**config.mk**
```make
export PLATFORM = sky130hd
export DESIGN_NAME = wb_arbiter_2m_flat
export DESIGN_NICKNAME = d
export VERILOG_FILES = /design/src/rtl/wb_arbiter_2m_if.sv /design/src/rtl/wb_arbiter_2m.sv /design/src/flat_wrapper.sv
export SDC_FILE = /design/constraint.sdc
export NUM_CORES = 1
export LEC_CHECK = 0
export ABC_AREA = 1
export CAP_MARGIN = 20
export CORE_AREA = 10 10 120 122
export DETAILED_ROUTE_END_ITERATION = 6
export DIE_AREA = 0 0 130 132
export GPL_TIMING_DRIVEN = 0
export PLACE_DENSITY = 0.73
export SETUP_SLACK_MARGIN = 0.3
export SYNTH_ARGS = -nofsm -noshare
export SYNTH_HDL_FRONTEND = slang
export SYNTH_SLANG_ARGS = --single-unit
```
**constraint.sdc**
```tcl
create_clock -name clk -period 3.75 [get_ports clk]
set_clock_uncertainty 0.2 [all_clocks]
set_input_delay 0.5625 -clock clk [delete_from_list [all_inputs] [get_ports clk]]
set_output_delay 0.5625 -clock clk [all_outputs]
set_load 0.005 [all_outputs]
```
**src/rtl/wb_arbiter_2m_if.sv**
```systemverilog
// Wishbone bus bundle shared by the arbiter's master-facing and slave-facing ports.
// The master modport drives the request side; the slave modport drives the response side.
interface wshb_if;
  logic [31:0] adr;
  logic [31:0] dat_ms;
  logic [31:0] dat_sm;
  logic [3:0]  sel;
  logic        we;
  logic        stb;
  logic        cyc;
  logic [2:0]  cti;
  logic [1:0]  bte;
  logic        ack;
  logic        err;
  logic        rty;

  modport master (
    output adr, dat_ms, sel, we, stb, cyc, cti, bte,
    input  dat_sm, ack, err, rty
  );

  modport slave (
    input  adr, dat_ms, sel, we, stb, cyc, cti, bte,
    output dat_sm, ack, err, rty
  );
endinterface

```
**src/rtl/wb_arbiter_2m.sv**
```systemverilog
// Two-master round-robin Wishbone arbiter in front of a single BlockRAM slave.
// Whole bus cycles are granted; a watchdog turns a stalled strobe into an err termination.
module wb_arbiter_2m #(
  parameter int unsigned TIMEOUT = 16
) (
  input  logic   clk,
  input  logic   rst_n,
  wshb_if.slave  wb_m0,
  wshb_if.slave  wb_m1,
  wshb_if.master wb_s
);

  localparam int unsigned CW = (TIMEOUT > 0) ? $clog2(TIMEOUT + 1) : 1;

  typedef enum logic [1:0] {IDLE, GNT0, GNT1} state_t;

  state_t        state;
  logic          last;
  logic [CW-1:0] wd_cnt;
  logic          wd_hit;
  logic          gnt_drop;
  logic          g_stb;

  assign gnt_drop = (state == GNT0 && !wb_m0.cyc) || (state == GNT1 && !wb_m1.cyc);
  assign wd_hit   = (TIMEOUT != 0) && (state != IDLE) && (wd_cnt == CW'(TIMEOUT));

  // Combinational routing: only the owner sees the slave; a watchdog hit masks stb/ack and injects err.
  always_comb begin
    wb_s.adr     = '0;
    wb_s.dat_ms  = '0;
    wb_s.sel     = '0;
    wb_s.we      = 1'b0;
    wb_s.stb     = 1'b0;
    wb_s.cyc     = 1'b0;
    wb_s.cti     = '0;
    wb_s.bte     = '0;
    wb_m0.dat_sm = '0;
    wb_m0.ack    = 1'b0;
    wb_m0.err    = 1'b0;
    wb_m0.rty    = 1'b0;
    wb_m1.dat_sm = '0;
    wb_m1.ack    = 1'b0;
    wb_m1.err    = 1'b0;
    wb_m1.rty    = 1'b0;
    g_stb        = 1'b0;
    if (state == GNT0) begin
      wb_s.adr     = wb_m0.adr;
      wb_s.dat_ms  = wb_m0.dat_ms;
      wb_s.sel     = wb_m0.sel;
      wb_s.we      = wb_m0.we;
      wb_s.stb     = wb_m0.stb & ~wd_hit;
      wb_s.cyc     = wb_m0.cyc;
      wb_s.cti     = wb_m0.cti;
      wb_s.bte     = wb_m0.bte;
      wb_m0.dat_sm = wb_s.dat_sm;
      wb_m0.ack    = wb_s.ack & ~wd_hit;
      wb_m0.err    = wb_s.err | wd_hit;
      wb_m0.rty    = wb_s.rty & ~wd_hit;
      g_stb        = wb_m0.stb;
    end else if (state == GNT1) begin
      wb_s.adr     = wb_m1.adr;
      wb_s.dat_ms  = wb_m1.dat_ms;
      wb_s.sel     = wb_m1.sel;
      wb_s.we      = wb_m1.we;
      wb_s.stb     = wb_m1.stb & ~wd_hit;
      wb_s.cyc     = wb_m1.cyc;
      wb_s.cti     = wb_m1.cti;
      wb_s.bte     = wb_m1.bte;
      wb_m1.dat_sm = wb_s.dat_sm;
      wb_m1.ack    = wb_s.ack & ~wd_hit;
      wb_m1.err    = wb_s.err | wd_hit;
      wb_m1.rty    = wb_s.rty & ~wd_hit;
      g_stb        = wb_m1.stb;
    end
  end

  // Grant FSM plus watchdog; last starts at 1 so master 0 wins the first tie.
  always_ff @(posedge clk or negedge rst_n) begin
    if (!rst_n) begin
      state  <= IDLE;
      last   <= 1'b1;
      wd_cnt <= '0;
    end else begin
      unique case (state)
        IDLE: begin
          if (wb_m0.cyc && (!wb_m1.cyc || last)) state <= GNT0;
          else if (wb_m1.cyc)                     state <= GNT1;
        end
        GNT0: begin
          if (!wb_m0.cyc) begin
            last  <= 1'b0;
            state <= wb_m1.cyc ? GNT1 : IDLE;
          end
        end
        GNT1: begin
          if (!wb_m1.cyc) begin
            last  <= 1'b1;
            state <= wb_m0.cyc ? GNT0 : IDLE;
          end
        end
        default: state <= IDLE;
      endcase
      if (TIMEOUT == 0 || gnt_drop || !g_stb || wb_s.ack || wb_s.err || wd_hit) wd_cnt <= '0;
      else                                                                    wd_cnt <= wd_cnt + 1'b1;
    end
  end

endmodule

```
**src/flat_wrapper.sv**
```systemverilog
// flat-port wrapper written by rule: the top's interface ports become plain ports
module wb_arbiter_2m_flat 
#(
  parameter int unsigned TIMEOUT = 16
)
  (clk, rst_n, wb_m0_adr, wb_m0_dat_ms, wb_m0_sel, wb_m0_we, wb_m0_stb, wb_m0_cyc, wb_m0_cti, wb_m0_bte, wb_m0_dat_sm, wb_m0_ack, wb_m0_err, wb_m0_rty, wb_m1_adr, wb_m1_dat_ms, wb_m1_sel, wb_m1_we, wb_m1_stb, wb_m1_cyc, wb_m1_cti, wb_m1_bte, wb_m1_dat_sm, wb_m1_ack, wb_m1_err, wb_m1_rty, wb_s_adr, wb_s_dat_ms, wb_s_sel, wb_s_we, wb_s_stb, wb_s_cyc, wb_s_cti, wb_s_bte, wb_s_dat_sm, wb_s_ack, wb_s_err, wb_s_rty);
  wshb_if wb_m0_i ();
  wshb_if wb_m1_i ();
  wshb_if wb_s_i ();
  input  logic clk;
  input  logic rst_n;
  input wire logic [$bits(wb_m0_i.adr)-1:0] wb_m0_adr;
  input wire logic [$bits(wb_m0_i.dat_ms)-1:0] wb_m0_dat_ms;
  input wire logic [$bits(wb_m0_i.sel)-1:0] wb_m0_sel;
  input wire logic [$bits(wb_m0_i.we)-1:0] wb_m0_we;
  input wire logic [$bits(wb_m0_i.stb)-1:0] wb_m0_stb;
  input wire logic [$bits(wb_m0_i.cyc)-1:0] wb_m0_cyc;
  input wire logic [$bits(wb_m0_i.cti)-1:0] wb_m0_cti;
  input wire logic [$bits(wb_m0_i.bte)-1:0] wb_m0_bte;
  output wire logic [$bits(wb_m0_i.dat_sm)-1:0] wb_m0_dat_sm;
  output wire logic [$bits(wb_m0_i.ack)-1:0] wb_m0_ack;
  output wire logic [$bits(wb_m0_i.err)-1:0] wb_m0_err;
  output wire logic [$bits(wb_m0_i.rty)-1:0] wb_m0_rty;
  input wire logic [$bits(wb_m1_i.adr)-1:0] wb_m1_adr;
  input wire logic [$bits(wb_m1_i.dat_ms)-1:0] wb_m1_dat_ms;
  input wire logic [$bits(wb_m1_i.sel)-1:0] wb_m1_sel;
  input wire logic [$bits(wb_m1_i.we)-1:0] wb_m1_we;
  input wire logic [$bits(wb_m1_i.stb)-1:0] wb_m1_stb;
  input wire logic [$bits(wb_m1_i.cyc)-1:0] wb_m1_cyc;
  input wire logic [$bits(wb_m1_i.cti)-1:0] wb_m1_cti;
  input wire logic [$bits(wb_m1_i.bte)-1:0] wb_m1_bte;
  output wire logic [$bits(wb_m1_i.dat_sm)-1:0] wb_m1_dat_sm;
  output wire logic [$bits(wb_m1_i.ack)-1:0] wb_m1_ack;
  output wire logic [$bits(wb_m1_i.err)-1:0] wb_m1_err;
  output wire logic [$bits(wb_m1_i.rty)-1:0] wb_m1_rty;
  output wire logic [$bits(wb_s_i.adr)-1:0] wb_s_adr;
  output wire logic [$bits(wb_s_i.dat_ms)-1:0] wb_s_dat_ms;
  output wire logic [$bits(wb_s_i.sel)-1:0] wb_s_sel;
  output wire logic [$bits(wb_s_i.we)-1:0] wb_s_we;
  output wire logic [$bits(wb_s_i.stb)-1:0] wb_s_stb;
  output wire logic [$bits(wb_s_i.cyc)-1:0] wb_s_cyc;
  output wire logic [$bits(wb_s_i.cti)-1:0] wb_s_cti;
  output wire logic [$bits(wb_s_i.bte)-1:0] wb_s_bte;
  input wire logic [$bits(wb_s_i.dat_sm)-1:0] wb_s_dat_sm;
  input wire logic [$bits(wb_s_i.ack)-1:0] wb_s_ack;
  input wire logic [$bits(wb_s_i.err)-1:0] wb_s_err;
  input wire logic [$bits(wb_s_i.rty)-1:0] wb_s_rty;
  assign wb_m0_i.adr = wb_m0_adr;
  assign wb_m0_i.dat_ms = wb_m0_dat_ms;
  assign wb_m0_i.sel = wb_m0_sel;
  assign wb_m0_i.we = wb_m0_we;
  assign wb_m0_i.stb = wb_m0_stb;
  assign wb_m0_i.cyc = wb_m0_cyc;
  assign wb_m0_i.cti = wb_m0_cti;
  assign wb_m0_i.bte = wb_m0_bte;
  assign wb_m0_dat_sm = wb_m0_i.dat_sm;
  assign wb_m0_ack = wb_m0_i.ack;
  assign wb_m0_err = wb_m0_i.err;
  assign wb_m0_rty = wb_m0_i.rty;
  assign wb_m1_i.adr = wb_m1_adr;
  assign wb_m1_i.dat_ms = wb_m1_dat_ms;
  assign wb_m1_i.sel = wb_m1_sel;
  assign wb_m1_i.we = wb_m1_we;
  assign wb_m1_i.stb = wb_m1_stb;
  assign wb_m1_i.cyc = wb_m1_cyc;
  assign wb_m1_i.cti = wb_m1_cti;
  assign wb_m1_i.bte = wb_m1_bte;
  assign wb_m1_dat_sm = wb_m1_i.dat_sm;
  assign wb_m1_ack = wb_m1_i.ack;
  assign wb_m1_err = wb_m1_i.err;
  assign wb_m1_rty = wb_m1_i.rty;
  assign wb_s_adr = wb_s_i.adr;
  assign wb_s_dat_ms = wb_s_i.dat_ms;
  assign wb_s_sel = wb_s_i.sel;
  assign wb_s_we = wb_s_i.we;
  assign wb_s_stb = wb_s_i.stb;
  assign wb_s_cyc = wb_s_i.cyc;
  assign wb_s_cti = wb_s_i.cti;
  assign wb_s_bte = wb_s_i.bte;
  assign wb_s_i.dat_sm = wb_s_dat_sm;
  assign wb_s_i.ack = wb_s_ack;
  assign wb_s_i.err = wb_s_err;
  assign wb_s_i.rty = wb_s_rty;
  wb_arbiter_2m #(.TIMEOUT(TIMEOUT)) u_core (.clk(clk), .rst_n(rst_n), .wb_m0(wb_m0_i), .wb_m1(wb_m1_i), .wb_s(wb_s_i));
endmodule
```
-- Word-level counts from Yosys, hierarchy flattened
Cells that the tools add are included.
- register bits: 8
- bits in latches: 0
- RAM bits: 0
- bits in read-only memories: 0
- input port bits: 189
- output and inout bits: 146
- word-level logic and storage cells: 75
- memories: 0
- add/sub/neg operators: 1
- multiply operators: 0
- divide/modulo/power cells: 0
- order comparisons: 0
- equality and inequality tests: 6
- shift operators: 0
- mux-type cells: 41
- bitwise gates (word level): 6
- reductions and logical operators: 18
- operator list (cell ; number):
    2-to-1 mux 32 bit ; 7
    2-to-1 mux 1 bit ; 20
    2-to-1 mux 2 bit ; 7
    2-to-1 mux 4 bit ; 2
    logical OR 1 bit ; 6
    2-to-1 mux 3 bit ; 2
    case mux 2 bit (3 select lines) ; 1
    AND reduction 3 bit ; 2
    adder 5 x 1 -> 5 bit (second input constant) ; 1
    equality test 5 bit (second input constant) ; 1
    2-to-1 mux 5 bit ; 1
    bitwise AND 1 bit ; 4
    logical AND 1 bit ; 4
    != test 2 bit (second input constant) ; 2
    nonzero test 2 bit ; 2
    logical NOT 1 bit ; 3
    != test 3 x 2 -> 1 bit (second input constant) ; 1
    equality test 2 x 1 -> 1 bit (second input constant) ; 1
    equality test 2 bit (second input constant) ; 1
    logical NOT 2 bit ; 1
    case mux 1 bit (2 select lines) ; 1
    inverter 1 bit ; 1
    OR 1 bit ; 1

-- Logic depth before layout (Yosys ltp)
Gate-level depths: netlist (run 1).
- depth after elaboration: 9
- gate-level depth with buffers: 9
- depth with buffers taken out: 9

-- Least setup slack after synthesis (run 1)
OpenSTA, ideal clock, no wires.
- kind: register to output
- start: register u_core.state[1]
- end: output port wb_s_adr[30]
- data arrival time: 1.088 ns
- data required time: 2.987 ns
- path slack: 1.899 ns
- stages on the path, launching flop included: 6
- path buffers: 2
- cell sequence: dfrtp_1 inv_2 nor2_4 buf_6 buf_4 a22o_1
- cells in the longest elaborated chain, start to end: 3
- elaborated cells on any way between the ends: 4
- classes of those cells: 2 x eq/ne; 2 x mux
- ends and longest elaborated chain (element ; RTL line ; source):
    start, declared ; wb_arbiter_2m.sv:17 ; state_t state;
    start signal, assigned ; wb_arbiter_2m.sv:92 ; state <= wb_m1.cyc ? GNT1 : IDLE;
    start signal, assigned ; wb_arbiter_2m.sv:98 ; state <= wb_m0.cyc ? GNT0 : IDLE;
    equality test 2 bit ; wb_arbiter_2m.sv:60 ; end else if (state == GNT1) begin
    2-to-1 mux 32 bit ; wb_arbiter_2m.sv:60 ;
    2-to-1 mux 32 bit (*) ; wb_arbiter_2m.sv:46 ; if (state == GNT0) begin
    end, declared ; flat_wrapper.sv:36 ; output wire logic [$bits(wb_s_i.adr)-1:0] wb_s_adr;
Every way passes the cells marked *; elsewhere a longest branch is shown, timed or not.

-- Worst setup path in the final report (run 1)
- start: register u_core.state[1]
- end: output port wb_s_cti[0]
- cells in the longest elaborated chain, start to end: 3
- elaborated cells on any way between the ends: 4
- classes of those cells: 2 x eq/ne; 2 x mux
- ends and longest elaborated chain (element ; RTL line ; source):
    equality test 2 bit ; wb_arbiter_2m.sv:60 ;
    2-to-1 mux 3 bit ; wb_arbiter_2m.sv:60 ;
    2-to-1 mux 3 bit (*) ; wb_arbiter_2m.sv:46 ;
    end, declared ; flat_wrapper.sv:42 ; output wire logic [$bits(wb_s_i.cti)-1:0] wb_s_cti;
Marked as above.

==> summary.md, run 1 <==
| Metric | Value |
|---|---|
| Met3 routed WL | `roughly 2200 µm` |
| Slew margin rel. | `0.677` |
| Total Routed Length | `~17,000 µm` |
| Final ANT Viol Nets | `0` |
| Hold path depth | `2` |
| Full die area | `around 17,000 µm²` |
| Sw frac | `0.399` |
| Total number of vias | `between 3,000 and 4,000` |
| Highest routed layer | `met5` |
| Number of flops mapped to enable cells by yosys | `0` |
| Clock Tree Buf Depth | `2` |
| Most instantiated cells after synthesis | `a22o_1 (74), nor2_1 (74), inv_1 (52)` |
| Drt wl/cell | `between 20 and 25 µm` |
| Register bit total from synthesis | `8` |
| Multi-input gate area | `1170 µm²` |
| Clk sink count | `8` |
| Core area | `roughly 12,000 µm²` |
| H-Tree Depth | `1` |
| Drt via density | `roughly 4.4` |
| DRC violations left | `0` |
| Post-route setup TNS | `0 ns` |
| Proportion of layout cells with a drive suffix above 1 | `0.0525` |
| Worst hold path type | `register to register` |
| Final Hold Viols | `0` |
| Seq. cell area | `roughly 200 µm²` |
| Crit path buf inv count | `5` |
| Clk pwr share | `0.066` |
| CTS Buf Count | `3` |
| Root Buffer | `clkbuf_16` |
| Critical Path RT | `approximately 3.0 ns` |
| Syn Inst Count | `between 200 and 300` |
| Initial Utilization | `0.145` |
| FP Rows | `40` |
| FILL cells | `between 1,000 and 1,500` |
| WL met2 | `about 7900 µm` |
| Pleak | `2.30 nW` |
| Nets | `between 800 and 900` |
| Worst-path cell chain | `inv_2, nand2_8, inv_2, buf_6, buf_6, a22o_1, clkdlybuf4s50_1` |
| Initial antenna violation count | `3` |
| Worst hold start | `u_core.last$_DFFE_PN1P_` |
| Pint | `around 1.7 mW` |
| Final Cell Area | `~5300 µm²` |
| Reg-to-Reg Start | `u_core.state[1]$_DFFE_PN0P_` |
| Logic gate share of total power | `0.891` |
| Worst path max stage delay | `0.58 ns` |
| Max FO, Critical Path | `10` |
| Crit path depth | `7` |
| Ys async rst share | `1.00` |
| Cts repair resizes | `0` |
| Switching pwr | `1.12 mW` |
| Hold_buf cts | `0` |
| DP Area | `about 5300 µm²` |
| Largest net degree at the start of global routing | `11` |
| Grt ovf | `0` |
| Worst Path Arrival | `between 2 and 2.5 ns` |
| Detailed Routing Iterations Pass 1 | `4` |
| Setup crit end kind | `primary output` |
| Starting DRC count in detailed routing | `between 150 and 200` |
| Clk_lat worst skew | `approximately 0.24 ns` |
| Wl on met1 | `6120 µm` |
| Delay-heaviest family, CP | `buffers and inverters` |
| Synth Flop Type | `dfrtp_1` |
| Post-synthesis cell type count | `22` |
| ANT cells | `0` |
| Post-Syn Nets | `~460` |
| Seq pwr share | `0.043` |
| Port bufs | `between 300 and 400` |
| Worst IR Drop VDD | `between 200 and 300 µV` |
| Number of I/O pins | `approximately 340` |
| Placed insts | `around 750` |
| Crit-path slowest cell | `clkdlybuf4s50_1` |
| Die Ht | `132 µm` |
| Area leader, netlist | `a22o_1` |
| Slew Viols, Final | `0` |
| Non-filler instance count after layout | `757` |
| Placer Congestion | `0.881` |
| Area Overhead vs Synth | `209%` |
| R2r worst-path depth | `9` |
| Worst-path clk slew | `~0.030 ns` |
| Syn. warnings | `0` |
| Total of max-cap violations | `0` |
| Final setup violation count | `0` |
| CP Launch Type | `register` |
| Final Critical Period | `2.97 ns` |
| Worst Hold Path EP | `u_core.last$_DFFE_PN1P_` |
| RSZ-0062 raised after global routing | `false` |
| Vias in the first global route | `around 3,500` |
| Final period util | `0.791` |
| Post-DP HPWL | `roughly 14,000 µm` |
| TritonCTS clock tree | `built` |
| Mapped cell area | `around 1700 µm²` |
| First-pass GRT wire length | `between 20,000 and 25,000 µm` |
| Die X-Extent | `around 130 µm` |
| Slew of the pin with the lowest slew margin | `just under 0.5 ns` |
| Critical path type | `register to primary output` |
| Part of the Yosys area used for sequential elements | `0.117` |
| Synth top area cells | `a22o_1 (38%), nor2_1 (16%), inv_1 (11%)` |
| Worst reg2reg path endpoint | `u_core.state[1]$_DFFE_PN0P_` |
| Number of post-CTS setup repair buffers | `0` |
| R2r setup slk | `roughly 2.1 ns` |
| Mapped Avg Cell Area | `6.35 µm²` |
| Power per cell area | `around 530 nW/µm²` |
| F_max | `between 300 and 400 MHz` |
| Total power | `approximately 2.8 mW` |
| All-Layer GR Usage | `0.176` |
| Status | `finished clean` |
| Share of the synthesized area in the top cell type | `0.375` |
[cells in the final DEF (no fill, tap or decap), types with 3 or more instances in the layout]
cell type and instances:
nand3_1 15, clkbuf_1 4, inv_1 52, a22o_1 74, dfrtp_1 7, nand2_2 3
nor2_1 74, buf_6 6, clkdlybuf4s50_1 334, clkbuf_16 3, nand2_1 10, buf_2 11
buf_4 3
[per-layer routing]
metal	global-route usage	vias to the layer above
li1	-	1589
met1	0.194	1494
met2	0.304	223
met3	0.0780	22
met4	0.0319	6
met5	0	-
[tightest hold or removal path: cells and delay by family (launching register included)]
family	cells	cell delay, ns
flip-flops	1	0.36
AND/OR/NAND/NOR	2	0.11
[power groups by stage]
| stage | registers [mW] | clock network (mW) | logic [mW] |
|---|---|---|---|
| finish | 0.121 | 0.185 | 2.51 |
| floorplan | 0.118 | 0 | 0.936 |
| detailed placement | 0.121 | 0 | 2.51 |
| global placement | 0.119 | 0 | 2.50 |
| CTS | 0.120 | 0.190 | 2.54 |
| global route | 0.122 | 0.195 | 2.67 |
[cells by family (layout without fill, tap and decap cells)]
group	count (synthesis)	count (layout)	synth area share
AO/OA/AOI/OAI	77	77	0.385
buffers and inverters	77	415	0.208
AND/OR/NAND/NOR	105	105	0.261
XOR/XNOR	3	3	0.0152
flip-flops	8	8	0.117
adder cells (fa/ha/maj)	2	2	0.0145
[per-stage QoR]
step | worst slack [ns] | utilization | hold WS [ns]
floorplan | 1.90 | - | 0.0669
finish | 0.783 | 0.448 | 0.270
detailed placement | 1.02 | 0.441 | 0.264
CTS | 0.754 | 0.448 | 0.269
global placement | 0.999 | 0.441 | 0.253
global route | 0.658 | 0.448 | 0.294
[worst max path at each step]
| stage | from | endpoint |
|---|---|---|
| after global routing | u_core.state[1]$_DFFE_PN0P_ | wb_s_cti[0] |
| after global placement | u_core.state[1]$_DFFE_PN0P_ | wb_s_cti[0] |
| after floorplan | u_core.state[1]$_DFFE_PN0P_ | wb_s_adr[30] |
| final | u_core.state[1]$_DFFE_PN0P_ | wb_s_cti[0] |
| after CTS | u_core.state[1]$_DFFE_PN0P_ | wb_s_cti[0] |
| after detailed placement | u_core.state[1]$_DFFE_PN0P_ | wb_s_cti[0] |
[state kept, by name, indices dropped and copies added, names as in the netlist]
name	flops
u_core.wd_cnt	5
u_core.state	2
u_core.last	1
[final cells by class]
| type | instances | area share |
|---|---|---|
| timing repair buffer | 334 | 0.627 |
| tap | 147 | 0.0345 |
| clock buffer | 4 | 0.0148 |
| inverter | 54 | 0.0380 |
| sequential | 8 | 0.0378 |
| buffer | 23 | 0.0293 |
| multi-input combinational | 187 | 0.219 |
Power figures use the tool's default switching activity.
==> run 2: changes to the inputs <==
--- a/config.mk
+++ b/config.mk
@@ -7,9 +7,9 @@
 export LEC_CHECK = 0
 export ABC_AREA = 1
 export CAP_MARGIN = 20
-export CORE_AREA = 10 10 120 122
+export CORE_AREA = 10 10 122 124
 export DETAILED_ROUTE_END_ITERATION = 6
-export DIE_AREA = 0 0 130 132
+export DIE_AREA = 0 0 132 134
 export GPL_TIMING_DRIVEN = 0
 export PLACE_DENSITY = 0.73
 export SETUP_SLACK_MARGIN = 0.3
==> constraint.sdc (replaced) <==
create_clock -name clk -period 2.6 [get_ports clk]
set_clock_uncertainty 0.2 [all_clocks]
set_input_delay 0.39 -clock clk [delete_from_list [all_inputs] [get_ports clk]]
set_output_delay 0.39 -clock clk [all_outputs]
set_load 0.005 [all_outputs]
==> run 2 against run 1 <==
Die area increased by 3.1%. Total power rose by 39%. Cell area increased by 3.4%. Worst setup slack got worse by 0.57 ns. Largest cell class unchanged.
==> summary.md, run 2 (same netlist as run 1, synthesis figures left out) <==
| Metric | Value |
|---|---|
| Final ANT Viol Nets | `0 (unchanged)` |
| Reg-to-Reg Start | `u_core.state[1]$_DFFE_PN0P_` |
| Worst-path cell chain | `buf_6, nor2_4, buf_12, buf_6, nand3_1, inv_1, clkdlybuf4s50_1` |
| Proportion of layout cells with a drive suffix above 1 | `0.131 (+0.0785)` |
| Clk_lat worst skew | `0.23 ns (about the same)` |
| Commonest non-fill, non-tap cell in the layout | `clkdlybuf4s50_1` |
| Clk sink count | `8 (unchanged)` |
| Slew margin rel. | `0.743 (+0.0661)` |
| CTS Buf Count | `3 (unchanged)` |
| Worst reg2reg path endpoint | `u_core.wd_cnt[1]$_DFF_PN0_` |
| Final period util | `0.917` |
| Core area | `12,500 µm² (+4.7%)` |
| TritonCTS clock tree | `built` |
| Power per cell area | `712 nW/µm² (+35%)` |
| Worst IR Drop VDD | `331 µV (+26%)` |
| Max FO, Critical Path | `10 (unchanged)` |
| All-Layer GR Usage | `0.165 (-0.0112)` |
| Worst-path clk slew | `0.04 ns (about the same)` |
| Largest net degree at the start of global routing | `11 (unchanged)` |
| Area Overhead vs Synth | `219%` |
| FP Rows | `41 (+2.5%)` |
| F_max | `419 MHz` |
| R2r setup slk | `0.93 ns (-1.17 ns)` |
| Crit-path slowest cell | `clkdlybuf4s50_1` |
| Worst hold path type | `primary input to asynchronous set/reset pin` |
| Total number of vias | `3,446 (+3.4%)` |
| Setup crit end kind | `primary output` |
| Critical Path RT | `2.01 ns (-0.98 ns)` |
| Most frequent CP cell | `buf_6` |
| Worst path max stage delay | `0.51 ns (-0.07 ns)` |
| Drt via density | `4.32 (-2.0%)` |
| Grt ovf | `0 (unchanged)` |
| Slew of the pin with the lowest slew margin | `0.384 ns (-0.100 ns)` |
| Number of I/O pins | `335 (unchanged)` |
| Status | `finished clean` |
| Pleak | `3.21 nW (+39%)` |
| Largest register FFs | `5 (unchanged)` |
| Vias in the first global route | `3,671 (+4.2%)` |
| Critical path type | `register to primary output` |
| Final setup violation count | `0 (unchanged)` |
| Die Ht | `134 µm (+1.5%)` |
| DRC violations left | `0 (unchanged)` |
| Die X-Extent | `132 µm (+1.5%)` |
| Largest registers | `u_core.wd_cnt: 5 flops, u_core.state: 2 flops, u_core.last: 1 flops` |
| First-pass GRT wire length | `23,200 µm (about the same)` |
| Final Hold Viols | `0 (unchanged)` |
| Final hold slack | `0.244 ns (-0.0261 ns)` |
| Port bufs | `334 (unchanged)` |
| Starting DRC count in detailed routing | `193 (+18%)` |
| ANT cells | `0 (unchanged)` |
| Clock Tree Buf Depth | `2 (unchanged)` |
| Post-route setup TNS | `0 ns (unchanged)` |
| Placer Congestion | `0.921 (+4.6%)` |
| Final Critical Period | `approximately 2.4 ns` |
| H-Tree Depth | `1 (unchanged)` |
| Most flop-heavy register | `u_core.wd_cnt` |
| Total Routed Length | `16,300 µm (-1.5%)` |
| Root Buffer | `clkbuf_16` |
| CP Launch Type | `register` |
| Full die area | `17,700 µm² (+3.1%)` |
| Worst Path Arrival | `1.80 ns (-0.40 ns)` |
| Detailed Routing Iterations Pass 1 | `4 (unchanged)` |
| Nets | `818 (+2.0%)` |
| Commonest cells after routing, fill and taps aside | `clkdlybuf4s50_1 (201), a22o_1 (73), nor2_1 (71)` |
| Slew Viols, Final | `0 (unchanged)` |
| R2r worst-path depth | `10 (+1)` |
| Post-DP HPWL | `13,800 µm (-2.8%)` |
| Total of max-cap violations | `0 (unchanged)` |
| Initial antenna violation count | `0 (-3)` |
| Initial Utilization | `0.139 (-0.00645)` |
| RSZ-0062 raised after global routing | `true` |
| Drt wl/cell | `20.4 µm (-6.5%)` |
-- run 2: cell types whose count changed in the layout (fill, tap and decap cells not counted), moves of 6 or more --
cell,delta
buf_2,-6
buf_4,+14
buf_6,+7
clkbuf_2,+23
clkdlybuf4s15_1,+19
clkdlybuf4s50_1,-133
dlygate4sd2_1,+58
dlymetal6s2s_1,+32
-- run 2: how the worst max path moves through the flow --
stage	start	endpoint	slack, ns	cells after the start
global route	u_core.state[1]$_DFFE_PN0P_	wb_m1_rty	0.13	7
global placement	u_core.state[0]$_DFFE_PN0P_	wb_m1_dat_sm[19]	0.09	6
detailed placement	u_core.state[0]$_DFFE_PN0P_	wb_s_dat_ms[3]	0.11	6
CTS	u_core.state[0]$_DFFE_PN0P_	wb_s_dat_ms[7]	0.08	7
floorplan	u_core.state[1]$_DFFE_PN0P_	wb_s_adr[30]	0.92	5
finish	u_core.state[0]$_DFFE_PN0P_	wb_m1_rty	0.21	7
-- run 2: through the flow --
stage / instance area, µm² / instances / utilization / power (mW) / setup slack, ns
floorplan: 1730 / 272 / - / 1.52 / 0.922
global placement: 5290 / 778 / 0.424 / 3.76 / 0.0925
detailed placement: 5290 / 778 / 0.424 / 3.77 / 0.110
CTS: 5430 / 791 / 0.436 / 3.94 / 0.0832
global route: 5510 / 798 / 0.442 / 4.18 / 0.127
finish: 5510 / 798 / 0.442 / 3.92 / 0.215
-- run 2: worst max-delay path, delay by kind of cell (launching register included) --
kind	cells	cell delay (ns)
buffers and inverters	5	0.99
AND/OR/NAND/NOR	2	0.18
flip-flops	1	0.38
-- run 2: layer usage --
metal  track usage  vias to the layer above  share of wire
met5             0                        -              0
met4        0.0260                        0          0.012
met3        0.0519                       14          0.088
met2         0.294                      218           0.50
met1         0.192                     1588           0.40
li1              -                     1626              -
-- run 2: area by class of cell --
class | count | area (µm²)
tap | 172 | 215
sequential | 8 | 201
fill | 1258 | 6950
inverter | 54 | 213
multi-input combinational | 187 | 1190
buffer | 23 | 240
clock buffer | 4 | 78.8
timing repair buffer | 350 | 3370
-- run 2: timing repair --
item / 4_1_cts / 5_1_grt
buffers inserted: 9 / 7
pin swaps: 1 / 6
endpoints found under the setup margin: 143 / 89
hold buffers: 0 / 0
gates resized for setup: 145 / 102
-- run 2: power breakdown --
| group | total [mW] | switching, mW | internal (mW) |
|---|---|---|---|
| Sequential | 0.174 | 0.0187 | 0.155 |
| Clock | 0.271 | 0.0658 | 0.205 |
| Combinational | 3.48 | 1.57 | 1.91 |
| Total | 3.92 | 1.65 | 2.27 |
